$ cat src/rtl/decode_stage_if.sv
// Fetch-to-decode and decode-to-issue handshake bundle for decode_stage.
// master drives instructions in and accepts bundles; slave is the decode stage.
interface decode_stage_if #(
    parameter int unsigned XLEN = 32
);
    logic            in_valid;
    logic            in_ready;
    logic [31:0]     in_instr;
    logic [XLEN-1:0] in_pc;

    logic            out_valid;
    logic            out_ready;
    logic [XLEN-1:0] out_pc;
    logic [6:0]      out_opcode;
    logic [4:0]      out_rd;
    logic [4:0]      out_rs1;
    logic [4:0]      out_rs2;
    logic [2:0]      out_funct3;
    logic [6:0]      out_funct7;
    logic [XLEN-1:0] out_imm;
    logic [5:0]      out_class;
    logic            out_illegal;

    modport master (
        output in_valid, in_instr, in_pc, out_ready,
        input  in_ready, out_valid, out_pc, out_opcode, out_rd, out_rs1, out_rs2,
               out_funct3, out_funct7, out_imm, out_class, out_illegal
    );

    modport slave (
        input  in_valid, in_instr, in_pc, out_ready,
        output in_ready, out_valid, out_pc, out_opcode, out_rd, out_rs1, out_rs2,
               out_funct3, out_funct7, out_imm, out_class, out_illegal
    );
endinterface

$ cat src/rtl/decode_stage.sv
// RV32I decode stage: DEPTH-entry input queue feeding a registered decoded-bundle output.
// Optional illegal-instruction flagging is enabled with DECODE_ILLEGAL_CHECK_EN.
module decode_stage #(
    parameter int unsigned XLEN  = 32,
    parameter int unsigned DEPTH = 2
) (
    input  logic          clk,
    input  logic          rst_n,
    input  logic          flush,
    decode_stage_if.slave bus
);
    localparam int unsigned PTR_W = $clog2(DEPTH);
    localparam int unsigned CNT_W = $clog2(DEPTH + 1);

    logic [31:0]     mem_instr_q [DEPTH];
    logic [31:0]     mem_instr_d [DEPTH];
    logic [XLEN-1:0] mem_pc_q    [DEPTH];
    logic [XLEN-1:0] mem_pc_d    [DEPTH];
    logic [PTR_W-1:0] wr_ptr_q, wr_ptr_d, rd_ptr_q, rd_ptr_d;
    logic [CNT_W-1:0] count_q, count_d;
    logic             in_ready_q, in_ready_d;

    logic            out_valid_q, out_valid_d;
    logic [XLEN-1:0] out_pc_q, out_pc_d, out_imm_q, out_imm_d;
    logic [6:0]      out_opcode_q, out_opcode_d, out_funct7_q, out_funct7_d;
    logic [4:0]      out_rd_q, out_rd_d, out_rs1_q, out_rs1_d, out_rs2_q, out_rs2_d;
    logic [2:0]      out_funct3_q, out_funct3_d;
    logic [5:0]      out_class_q, out_class_d;
    logic            out_illegal_q, out_illegal_d;

    logic            in_fire, q_empty, load_out, push, pop;
    logic [31:0]     src_instr;
    logic [XLEN-1:0] src_pc;

    // Handshake resolution; the input bypasses the queue only when it is empty.
    always_comb begin
        in_fire   = bus.in_valid && in_ready_q && !flush;
        q_empty   = (count_q == '0);
        load_out  = (!out_valid_q || bus.out_ready) && (!q_empty || in_fire) && !flush;
        pop       = load_out && !q_empty;
        push      = in_fire && !(load_out && q_empty);
        src_instr = q_empty ? bus.in_instr : mem_instr_q[rd_ptr_q];
        src_pc    = q_empty ? bus.in_pc    : mem_pc_q[rd_ptr_q];
    end

    logic        is_r, is_i, is_s, is_b, is_u, is_j;
    logic [4:0]  op5;
    logic [31:0] imm32;
    logic        dec_illegal;

    always_comb begin
        op5  = src_instr[6:2];
        is_r = (src_instr[1:0] == 2'b11) && (op5 == 5'b01100);
        is_i = (src_instr[1:0] == 2'b11) && ((op5 == 5'b00100) || (op5 == 5'b00000) ||
               (op5 == 5'b11001) || (op5 == 5'b00011) || (op5 == 5'b11100));
        is_s = (src_instr[1:0] == 2'b11) && (op5 == 5'b01000);
        is_b = (src_instr[1:0] == 2'b11) && (op5 == 5'b11000);
        is_u = (src_instr[1:0] == 2'b11) && ((op5 == 5'b01101) || (op5 == 5'b00101));
        is_j = (src_instr[1:0] == 2'b11) && (op5 == 5'b11011);

        imm32 = '0;
        if (is_i) imm32 = {{20{src_instr[31]}}, src_instr[31:20]};
        if (is_s) imm32 = {{20{src_instr[31]}}, src_instr[31:25], src_instr[11:7]};
        if (is_b) imm32 = {{19{src_instr[31]}}, src_instr[31], src_instr[7],
                           src_instr[30:25], src_instr[11:8], 1'b0};
        if (is_u) imm32 = {src_instr[31:12], 12'b0};
        if (is_j) imm32 = {{11{src_instr[31]}}, src_instr[31], src_instr[19:12],
                           src_instr[20], src_instr[30:21], 1'b0};
    end

`ifdef DECODE_ILLEGAL_CHECK_EN
    logic [2:0] chk_f3;
    logic [6:0] chk_f7;

    always_comb begin
        chk_f3      = src_instr[14:12];
        chk_f7      = src_instr[31:25];
        dec_illegal = !(is_r || is_i || is_s || is_b || is_u || is_j);
        if (is_r && !((chk_f7 == 7'b0000000) ||
                      ((chk_f7 == 7'b0100000) && ((chk_f3 == 3'b000) || (chk_f3 == 3'b101)))))
            dec_illegal = 1'b1;
        if (is_i && (op5 == 5'b00000) &&
            ((chk_f3 == 3'b011) || (chk_f3 == 3'b110) || (chk_f3 == 3'b111)))
            dec_illegal = 1'b1;
        if (is_s && (chk_f3 > 3'b010)) dec_illegal = 1'b1;
        if (is_b && ((chk_f3 == 3'b010) || (chk_f3 == 3'b011))) dec_illegal = 1'b1;
        if (is_i && (op5 == 5'b11001) && (chk_f3 != 3'b000)) dec_illegal = 1'b1;
    end
`else
    assign dec_illegal = 1'b0;
`endif

    // Next-state for queue, pointers and the output bundle register.
    always_comb begin
        mem_instr_d   = mem_instr_q;
        mem_pc_d      = mem_pc_q;
        wr_ptr_d      = wr_ptr_q;
        rd_ptr_d      = rd_ptr_q;
        count_d       = count_q;
        out_valid_d   = out_valid_q;
        out_pc_d      = out_pc_q;
        out_opcode_d  = out_opcode_q;
        out_rd_d      = out_rd_q;
        out_rs1_d     = out_rs1_q;
        out_rs2_d     = out_rs2_q;
        out_funct3_d  = out_funct3_q;
        out_funct7_d  = out_funct7_q;
        out_imm_d     = out_imm_q;
        out_class_d   = out_class_q;
        out_illegal_d = out_illegal_q;

        if (push) begin
            mem_instr_d[wr_ptr_q] = bus.in_instr;
            mem_pc_d[wr_ptr_q]    = bus.in_pc;
            wr_ptr_d              = wr_ptr_q + PTR_W'(1);
        end
        if (pop) rd_ptr_d = rd_ptr_q + PTR_W'(1);
        if (push && !pop)      count_d = count_q + CNT_W'(1);
        else if (pop && !push) count_d = count_q - CNT_W'(1);

        if (load_out) begin
            out_valid_d   = 1'b1;
            out_pc_d      = src_pc;
            out_opcode_d  = src_instr[6:0];
            out_rd_d      = (is_r || is_i || is_u || is_j) ? src_instr[11:7] : 5'd0;
            out_rs1_d     = (is_r || is_i || is_s || is_b) ? src_instr[19:15] : 5'd0;
            out_rs2_d     = (is_r || is_s || is_b) ? src_instr[24:20] : 5'd0;
            out_funct3_d  = (is_r || is_i || is_s || is_b) ? src_instr[14:12] : 3'd0;
            out_funct7_d  = is_r ? src_instr[31:25] : 7'd0;
            out_imm_d     = XLEN'(signed'(imm32));
            out_class_d   = {is_r, is_i, is_s, is_b, is_u, is_j};
            out_illegal_d = dec_illegal;
        end else if (bus.out_ready) begin
            out_valid_d = 1'b0;
        end

        if (flush) begin
            wr_ptr_d    = '0;
            rd_ptr_d    = '0;
            count_d     = '0;
            out_valid_d = 1'b0;
        end
        in_ready_d = (count_d < CNT_W'(DEPTH));
    end

    always_ff @(posedge clk or negedge rst_n) begin
        if (!rst_n) begin
            mem_instr_q   <= '{default: '0};
            mem_pc_q      <= '{default: '0};
            wr_ptr_q      <= '0;
            rd_ptr_q      <= '0;
            count_q       <= '0;
            in_ready_q    <= 1'b0;
            out_valid_q   <= 1'b0;
            out_pc_q      <= '0;
            out_opcode_q  <= '0;
            out_rd_q      <= '0;
            out_rs1_q     <= '0;
            out_rs2_q     <= '0;
            out_funct3_q  <= '0;
            out_funct7_q  <= '0;
            out_imm_q     <= '0;
            out_class_q   <= '0;
            out_illegal_q <= 1'b0;
        end else begin
            mem_instr_q   <= mem_instr_d;
            mem_pc_q      <= mem_pc_d;
            wr_ptr_q      <= wr_ptr_d;
            rd_ptr_q      <= rd_ptr_d;
            count_q       <= count_d;
            in_ready_q    <= in_ready_d;
            out_valid_q   <= out_valid_d;
            out_pc_q      <= out_pc_d;
            out_opcode_q  <= out_opcode_d;
            out_rd_q      <= out_rd_d;
            out_rs1_q     <= out_rs1_d;
            out_rs2_q     <= out_rs2_d;
            out_funct3_q  <= out_funct3_d;
            out_funct7_q  <= out_funct7_d;
            out_imm_q     <= out_imm_d;
            out_class_q   <= out_class_d;
            out_illegal_q <= out_illegal_d;
        end
    end

    assign bus.in_ready    = in_ready_q;
    assign bus.out_valid   = out_valid_q;
    assign bus.out_pc      = out_pc_q;
    assign bus.out_opcode  = out_opcode_q;
    assign bus.out_rd      = out_rd_q;
    assign bus.out_rs1     = out_rs1_q;
    assign bus.out_rs2     = out_rs2_q;
    assign bus.out_funct3  = out_funct3_q;
    assign bus.out_funct7  = out_funct7_q;
    assign bus.out_imm     = out_imm_q;
    assign bus.out_class   = out_class_q;
    assign bus.out_illegal = out_illegal_q;
endmodule
$ cat src/flat_wrapper.sv
// flat-port wrapper written by rule: the top's interface ports become plain ports
module decode_stage_flat 
#(
    parameter int unsigned XLEN  = 32,
    parameter int unsigned DEPTH = 2
)
  (clk, rst_n, flush, bus_in_valid, bus_in_instr, bus_in_pc, bus_out_ready, bus_in_ready, bus_out_valid, bus_out_pc, bus_out_opcode, bus_out_rd, bus_out_rs1, bus_out_rs2, bus_out_funct3, bus_out_funct7, bus_out_imm, bus_out_class, bus_out_illegal);
  decode_stage_if #(.XLEN(XLEN)) bus_i ();
  input  logic clk;
  input  logic rst_n;
  input  logic flush;
  input wire logic [$bits(bus_i.in_valid)-1:0] bus_in_valid;
  input wire logic [$bits(bus_i.in_instr)-1:0] bus_in_instr;
  input wire logic [$bits(bus_i.in_pc)-1:0] bus_in_pc;
  input wire logic [$bits(bus_i.out_ready)-1:0] bus_out_ready;
  output wire logic [$bits(bus_i.in_ready)-1:0] bus_in_ready;
  output wire logic [$bits(bus_i.out_valid)-1:0] bus_out_valid;
  output wire logic [$bits(bus_i.out_pc)-1:0] bus_out_pc;
  output wire logic [$bits(bus_i.out_opcode)-1:0] bus_out_opcode;
  output wire logic [$bits(bus_i.out_rd)-1:0] bus_out_rd;
  output wire logic [$bits(bus_i.out_rs1)-1:0] bus_out_rs1;
  output wire logic [$bits(bus_i.out_rs2)-1:0] bus_out_rs2;
  output wire logic [$bits(bus_i.out_funct3)-1:0] bus_out_funct3;
  output wire logic [$bits(bus_i.out_funct7)-1:0] bus_out_funct7;
  output wire logic [$bits(bus_i.out_imm)-1:0] bus_out_imm;
  output wire logic [$bits(bus_i.out_class)-1:0] bus_out_class;
  output wire logic [$bits(bus_i.out_illegal)-1:0] bus_out_illegal;
  assign bus_i.in_valid = bus_in_valid;
  assign bus_i.in_instr = bus_in_instr;
  assign bus_i.in_pc = bus_in_pc;
  assign bus_i.out_ready = bus_out_ready;
  assign bus_in_ready = bus_i.in_ready;
  assign bus_out_valid = bus_i.out_valid;
  assign bus_out_pc = bus_i.out_pc;
  assign bus_out_opcode = bus_i.out_opcode;
  assign bus_out_rd = bus_i.out_rd;
  assign bus_out_rs1 = bus_i.out_rs1;
  assign bus_out_rs2 = bus_i.out_rs2;
  assign bus_out_funct3 = bus_i.out_funct3;
  assign bus_out_funct7 = bus_i.out_funct7;
  assign bus_out_imm = bus_i.out_imm;
  assign bus_out_class = bus_i.out_class;
  assign bus_out_illegal = bus_i.out_illegal;
  decode_stage #(.XLEN(XLEN), .DEPTH(DEPTH)) u_core (.clk(clk), .rst_n(rst_n), .flush(flush), .bus(bus_i));
endmodule
$ cat config.mk
export PLATFORM = sky130hd
export DESIGN_NAME = decode_stage_flat
export DESIGN_NICKNAME = d
export VERILOG_FILES = /design/src/rtl/decode_stage_if.sv /design/src/rtl/decode_stage.sv /design/src/flat_wrapper.sv
export SDC_FILE = /design/constraint.sdc
export NUM_CORES = 1
export LEC_CHECK = 0
export BUFFER_PORTS_ARGS = -buffer_cell sky130_fd_sc_hd__buf_2
export CAP_MARGIN = 20
export CORE_MARGIN = 3
export CORE_UTILIZATION = 40
export CTS_CLUSTER_DIAMETER = 30
export DETAILED_ROUTE_END_ITERATION = 6
export SYNTH_ARGS = -nofsm -noshare
export SYNTH_HDL_FRONTEND = slang
export SYNTH_SLANG_ARGS = --single-unit
$ cat constraint.sdc
create_clock -name clk -period 3 [get_ports clk]
set_input_delay 0.15 -clock clk [delete_from_list [all_inputs] [get_ports clk]]
set_output_delay 0.15 -clock clk [all_outputs]
set_load 0.01 [all_outputs]
* Yosys cells after proc, flatten, opt, wreduce, memory -nomap -nowiden
Index checks and enable logic that the tools add are counted.
** Word-level totals
- Register bits :: 236
- Input bits :: 69
- Output and inout port bits :: 105
- Logic and storage cells :: 112
** Cells by class
- $add $sub $neg :: 4
- Magnitude comparators :: 4
- Eq/ne operators :: 11
- Muxes and demuxes :: 32
- Bitwise logic cells :: 2
- Reduce and logical (&&, ||, !) cells :: 41
** Operator list (count)
- 32-bit two-way mux :: 14
- 64-bit bitwise mux :: 2
- 32-bit demux with 1-bit select :: 1
- 5-bit equality test (second input constant) :: 4
- 1-bit logical AND :: 16
- 5-bit by 4-bit equality test with 1-bit output (second input constant) :: 3
- 5-bit two-way mux :: 3
- 1-bit logical OR :: 14
- 5-bit by 3-bit equality test with 1-bit output (second input constant) :: 2
- 1-bit two-way mux :: 7
- 7-bit two-way mux :: 1
- 1-bit logical NOT :: 6
- 2-bit two-way mux :: 3
- 5-bit by 2-bit equality test with 1-bit output (second input constant) :: 1
- 5-bit logical NOT :: 1
- 2-bit greater-or-equal comparator (second input constant) :: 2
- 1-bit NOT with 2-bit output :: 2
- 2-bit nonzero test :: 2
- 3-bit two-way mux :: 1
- 3-bit nonzero test :: 1
- 1-bit adder (second input constant) :: 2
- 2-bit by 1-bit adder with 2-bit output (second input constant) :: 1
- 2-bit equality test (second input constant) :: 1
- 2-bit logical NOT :: 1
- other kinds (3) :: 3

* Logic depth before layout (Yosys ltp)
- Depth after elaboration :: 16
- Mapped depth :: 11
- Depth with buffers taken out :: 8

* Worst setup path after synthesis
No wires, ideal clock.
- Kind :: reg-to-reg
- From :: reg u_core.count_q[0]
- To :: reg u_core.out_imm_q[14], in the netlist u_core.bus.out_imm[14]
- Library setup time :: 126 ps
- Arrival time :: 2023 ps
- Data required time :: 2874 ps
- Slack :: 851 ps
- Cell stages (with the launch flop) :: 11
- Buffers on the path :: 2
- Path through :: dfrtp_1 > inv_1 > ha_1 > buf_4 > buf_6 > nand2_1 > o21a_1 > nor4_2 > a21oi_2 > o211a_4 > a221o_1
** On the way
- Cells in the longest elaborated chain, start to end :: 13
- Elaborated cells on any way between the ends :: 32
** Ends and longest elaborated chain
- from (decl) :: RTL line decode_stage.sv:20 : logic [CNT_W-1:0] count_q, count_d;
- from (signal assigned) :: RTL line decode_stage.sv:170 : count_q <= count_d;
- 2-bit logical NOT (*) :: RTL line decode_stage.sv:38 : q_empty = (count_q == '0);
- 32-bit two-way mux :: RTL line decode_stage.sv:42 : src_instr = q_empty ? bus.in_instr : mem_instr_q[rd_ptr_q];
- 5-bit by 3-bit equality test with 1-bit output or 5-bit logical NOT (tied branches) :: RTL line decode_stage.sv:54 : is_i = (src_instr[1:0] == 2'b11) && ((op5 == 5'b00100) || (op5 == 5'b00000) ||
- 1-bit logical OR (2 in series) :: RTL line decode_stage.sv:54
- 1-bit logical OR (2 in series) :: RTL line decode_stage.sv:55 : (op5 == 5'b11001) || (op5 == 5'b00011) || (op5 == 5'b11100));
- 1-bit logical AND :: RTL line decode_stage.sv:54
- 32-bit two-way mux :: RTL line decode_stage.sv:62 : if (is_i) imm32 = {{20{src_instr[31]}}, src_instr[31:20]};
- 32-bit two-way mux :: RTL line decode_stage.sv:63 : if (is_s) imm32 = {{20{src_instr[31]}}, src_instr[31:25], src_instr[11:7]};
- 32-bit two-way mux :: RTL line decode_stage.sv:64 : if (is_b) imm32 = {{19{src_instr[31]}}, src_instr[31], src_instr[7],
- 32-bit two-way mux :: RTL line decode_stage.sv:66 : if (is_u) imm32 = {src_instr[31:12], 12'b0};
- 32-bit two-way mux :: RTL line decode_stage.sv:67 : if (is_j) imm32 = {{11{src_instr[31]}}, src_instr[31], src_instr[19:12],
- to (signal assigned) :: RTL line decode_stage.sv:180 : out_imm_q <= out_imm_d;
- to (decl) :: RTL line decode_stage.sv:24 : logic [XLEN-1:0] out_pc_q, out_pc_d, out_imm_q, out_imm_d;
Every way passes the cells marked *; elsewhere a longest branch is shown, timed or not.
A chain may end at the register's enable or synchronous reset.

* Worst setup path after layout
- From :: reg u_core.count_q[0]
- To :: reg u_core.out_imm_q[28], in the netlist u_core.bus.out_imm[28]
Same word-level chain as after synthesis.

==> run metrics <==
number of sinks driven by the clock tree 236; sort of element at the start of the critical path flip-flop; worst supply voltage drop on vdd 0.000630 V; reported leakage power 6.66 nW; number of flops mapped to enable cells by yosys 0; max frequency 0.391 GHz; average detailed-routed wire length per instance 18.2 um; power density over the cells 1150 nW/um^2; overall global routing resource usage 0.195; largest net degree at the start of global routing 76; top layer reached by signal wires met4; Max-Slew Margin vs Limit 0.537; summed negative setup slack over all endpoints 0 ns; most frequently used flop master after synthesis sky130_fd_sc_hd__dfrtp_1; number of violations reported at the end of detailed-routing iteration 0 522; CTS tree yes; Routed Antenna Nets 0; number of vias per cell after detailed routing 5.29; M1 wire length 12.6 mm; Slew @ Worst Pin 0.694 ns; Setup-failing EPs final 0; amount of wire on met2 after detailed routing 12.9 mm; later-pin clock latency in the skew report 0.55 ns; reported max-cap violation count 0; deepest clock path buffer count 3; ratio of final minimum period to clock period 0.853; final hold slack 0.156 ns; data arrival at the endpoint of the critical path 2.95 ns; nets 1224; vias in the first global route 8359; global-route wire length before repair 45.4 mm; total overflow reported by the global router 0; data required time at the worst endpoint 3.39 ns; IO Pins 174; total instance count after detailed placement 1367; number of failing hold endpoints at the final stage 0; wire length after detailed routing 28.0 mm; instance count of the mapped netlist 900; Max Transition Viols Final 0; Syn Nets 970; Tightest Hold Check Type primary input to async pin; die height 169 um; type of the worst setup path flip-flop to flip-flop; non-filler instance count after layout 1534; status completed; Post-synth ARST share 1.00; share of final-layout standard cells stronger than drive strength 1 0.371; Core Box Area 26100 um^2; DR vias 8112; met3 wire length 1.81 mm; Worst Clk Skew 0.00976 ns; signed area change from the synthesized netlist to the final layout 36.4%; Final Critical Period 2.56 ns; die area 28600 um^2; number of H-tree branching levels 2; hpwl dp 17.8 mm; initial cell density of the core 0.408; Synth Area per Inst 11.8 um^2; unrepaired setup endpoints after global routing no; category of the worst setup path capture point flip-flop; highest net fanout along the worst path 33; Ys Warns 0; # resized after CTS 0; IO buf count 172; std cell rows 59; routability-driven placement congestion ratio 0.854; number of distinct standard cells referenced by the synthesized netlist 61; register clock-pin slew on the reported worst setup and hold paths 0.05 ns; sequential cell area 5910 um^2; layout filler cell count 2240; Syn Std Cell Area 10600 um^2; Initial DRT Pass Iterations 5; sequential area share after synthesis 0.555; DRC violation count after routing 0; area used by multi-input combinational logic 4440 um^2; cts bufs inserted 53; Chip Width 169 um; #FFs+latches synth 236; number of antenna violations at the first check in global routing 1; clock root buffer sky130_fd_sc_hd__clkbuf_16
logic make-up after synthesis:
family / Yosys count / share of synthesized area
other: 1 / 0.000353
buffers and inverters: 72 / 0.0308
XOR/XNOR: 4 / 0.00330
flip-flops: 236 / 0.555
AO/OA/AOI/OAI: 186 / 0.124
AND/OR/NAND/NOR: 206 / 0.0870
adder cells (fa/ha/maj): 1 / 0.00118
multiplexers: 194 / 0.198
through the flow:
step	power [mW]	setup slack [ns]	utilization	instance area, um^2
after floorplan	8.70	0.851	-	10600
after global placement	10.3	0.537	0.456	11900
after detailed placement	10.4	0.469	0.456	11900
after CTS	16.7	0.451	0.556	14500
after global routing	17.6	0.198	0.557	14500
final	16.6	0.441	0.557	14500
layer usage:
layer	vias to the layer above	GRT usage
met3	54	0.0420
met5	-	0
met2	256	0.316
met1	4013	0.267
met4	0	0.0579
li1	3789	-
cell type report:
type	instances	share of cell area
sequential	236	0.407
multi-input combinational	592	0.306
timing repair buffer	259	0.120
clock buffer	73	0.107
tap	335	0.0289
clock inverter	26	0.0272
inverter	12	0.00311
antenna	1	0.000173
state kept, by name (all words and copies together) (netlist names):
signal                 cells
u_core.rd_ptr_q            1
u_core.wr_ptr_q            1
u_core.bus.out_class       6
u_core.bus.out_opcode      7
u_core.bus.out_rs2         5
u_core.bus.out_valid       1
u_core.bus.out_imm        32
u_core.bus.out_funct3      3
u_core.bus.out_pc         32
u_core.mem_instr_q        64
u_core.mem_pc_q           64
u_core.count_q             2
u_core.bus.in_ready        1
u_core.bus.out_funct7      7
u_core.bus.out_rd          5
u_core.bus.out_rs1         5
worst paths after layout:
kind | startpoint | end | cells after the start | slack [ns]
worst max-delay path | u_core.count_q[0] | u_core.bus.out_imm[28] | 8 | 0.44
worst min-delay path | rst_n | u_core.bus.out_class[5] | 2 | 0.16
worst max register to register | u_core.count_q[0] | u_core.bus.out_imm[28] | 8 | 0.44
worst min register to register | u_core.bus.out_imm[8] | u_core.bus.out_imm[8] | 2 | 0.47
max in group asynchronous | rst_n | u_core.mem_pc_q[61] | 3 | 2.01
min in group clk | bus_in_valid | u_core.bus.out_valid | 3 | 0.17
synth_stat cells (all sizes together), types with 3 or more instances:
| master | instances | area, um^2 |
|---|---|---|
| mux2 | 129 | 1450 |
| mux2i | 65 | 654 |
| nor3 | 9 | 55.1 |
| nor4 | 4 | 31.3 |
| nand2 | 86 | 325 |
| nand4 | 4 | 37.5 |
| inv | 12 | 45.0 |
| o21a | 7 | 55.1 |
| buf | 40 | 208 |
| a221o | 8 | 80.1 |
| nand3 | 36 | 193 |
| a211oi | 4 | 47.5 |
| nor2 | 59 | 224 |
| a22o | 9 | 78.8 |
| o21ai | 36 | 218 |
| dfrtp | 236 | 5910 |
| o211ai | 32 | 240 |
| o31ai | 16 | 134 |
| xnor2 | 3 | 26.3 |
| o41ai | 3 | 26.3 |
| a31oi | 4 | 25.0 |
| a21oi | 50 | 254 |
| clkbuf | 20 | 75.1 |
| a22oi | 3 | 22.5 |
cell usage in the layout, fill, tap and decap left out, drive strengths merged, types with 3 or more instances in the layout:
cell type and n:
dlygate4sd3 67, mux2 129, o41ai 3, dfrtp 236
nor2 59, o31ai 16, a31oi 4, o21a 7
inv 13, a22oi 3, nor3 9, o21ai 36
nand2 86, clkinvlp 5, clkbuf 73, buf 192
a21oi 50, nand4 4, a211oi 4, clkinv 11
a22o 9, xnor2 3, bufinv 9, a221o 8
nor4 4, o211ai 32, mux2i 65, nand3 36
worst max-delay path: stages, from the launching register on:
cell	delay [ns]
sky130_fd_sc_hd__dfrtp_1	0.36
sky130_fd_sc_hd__inv_1	0.13
sky130_fd_sc_hd__ha_4	0.42
sky130_fd_sc_hd__nand2_1	0.16
sky130_fd_sc_hd__o21ai_2	0.20
sky130_fd_sc_hd__mux2i_1	0.26
sky130_fd_sc_hd__o22ai_1	0.11
sky130_fd_sc_hd__a21oi_1	0.57
sky130_fd_sc_hd__o21ai_0	0.19
what timing repair did:
action	in CTS	in global routing
hold buffers	67	0
endpoints found under the hold margin	226	0
setup buffers	0	0
power breakdown:
part	switching, mW	internal, mW	leakage, nW
sequential	0.696	4.43	3.01
clock	1.81	4.36	0.950
combinational	3.10	2.23	2.69
total	5.61	11.0	6.66
(Power assumes the default switching activity.)
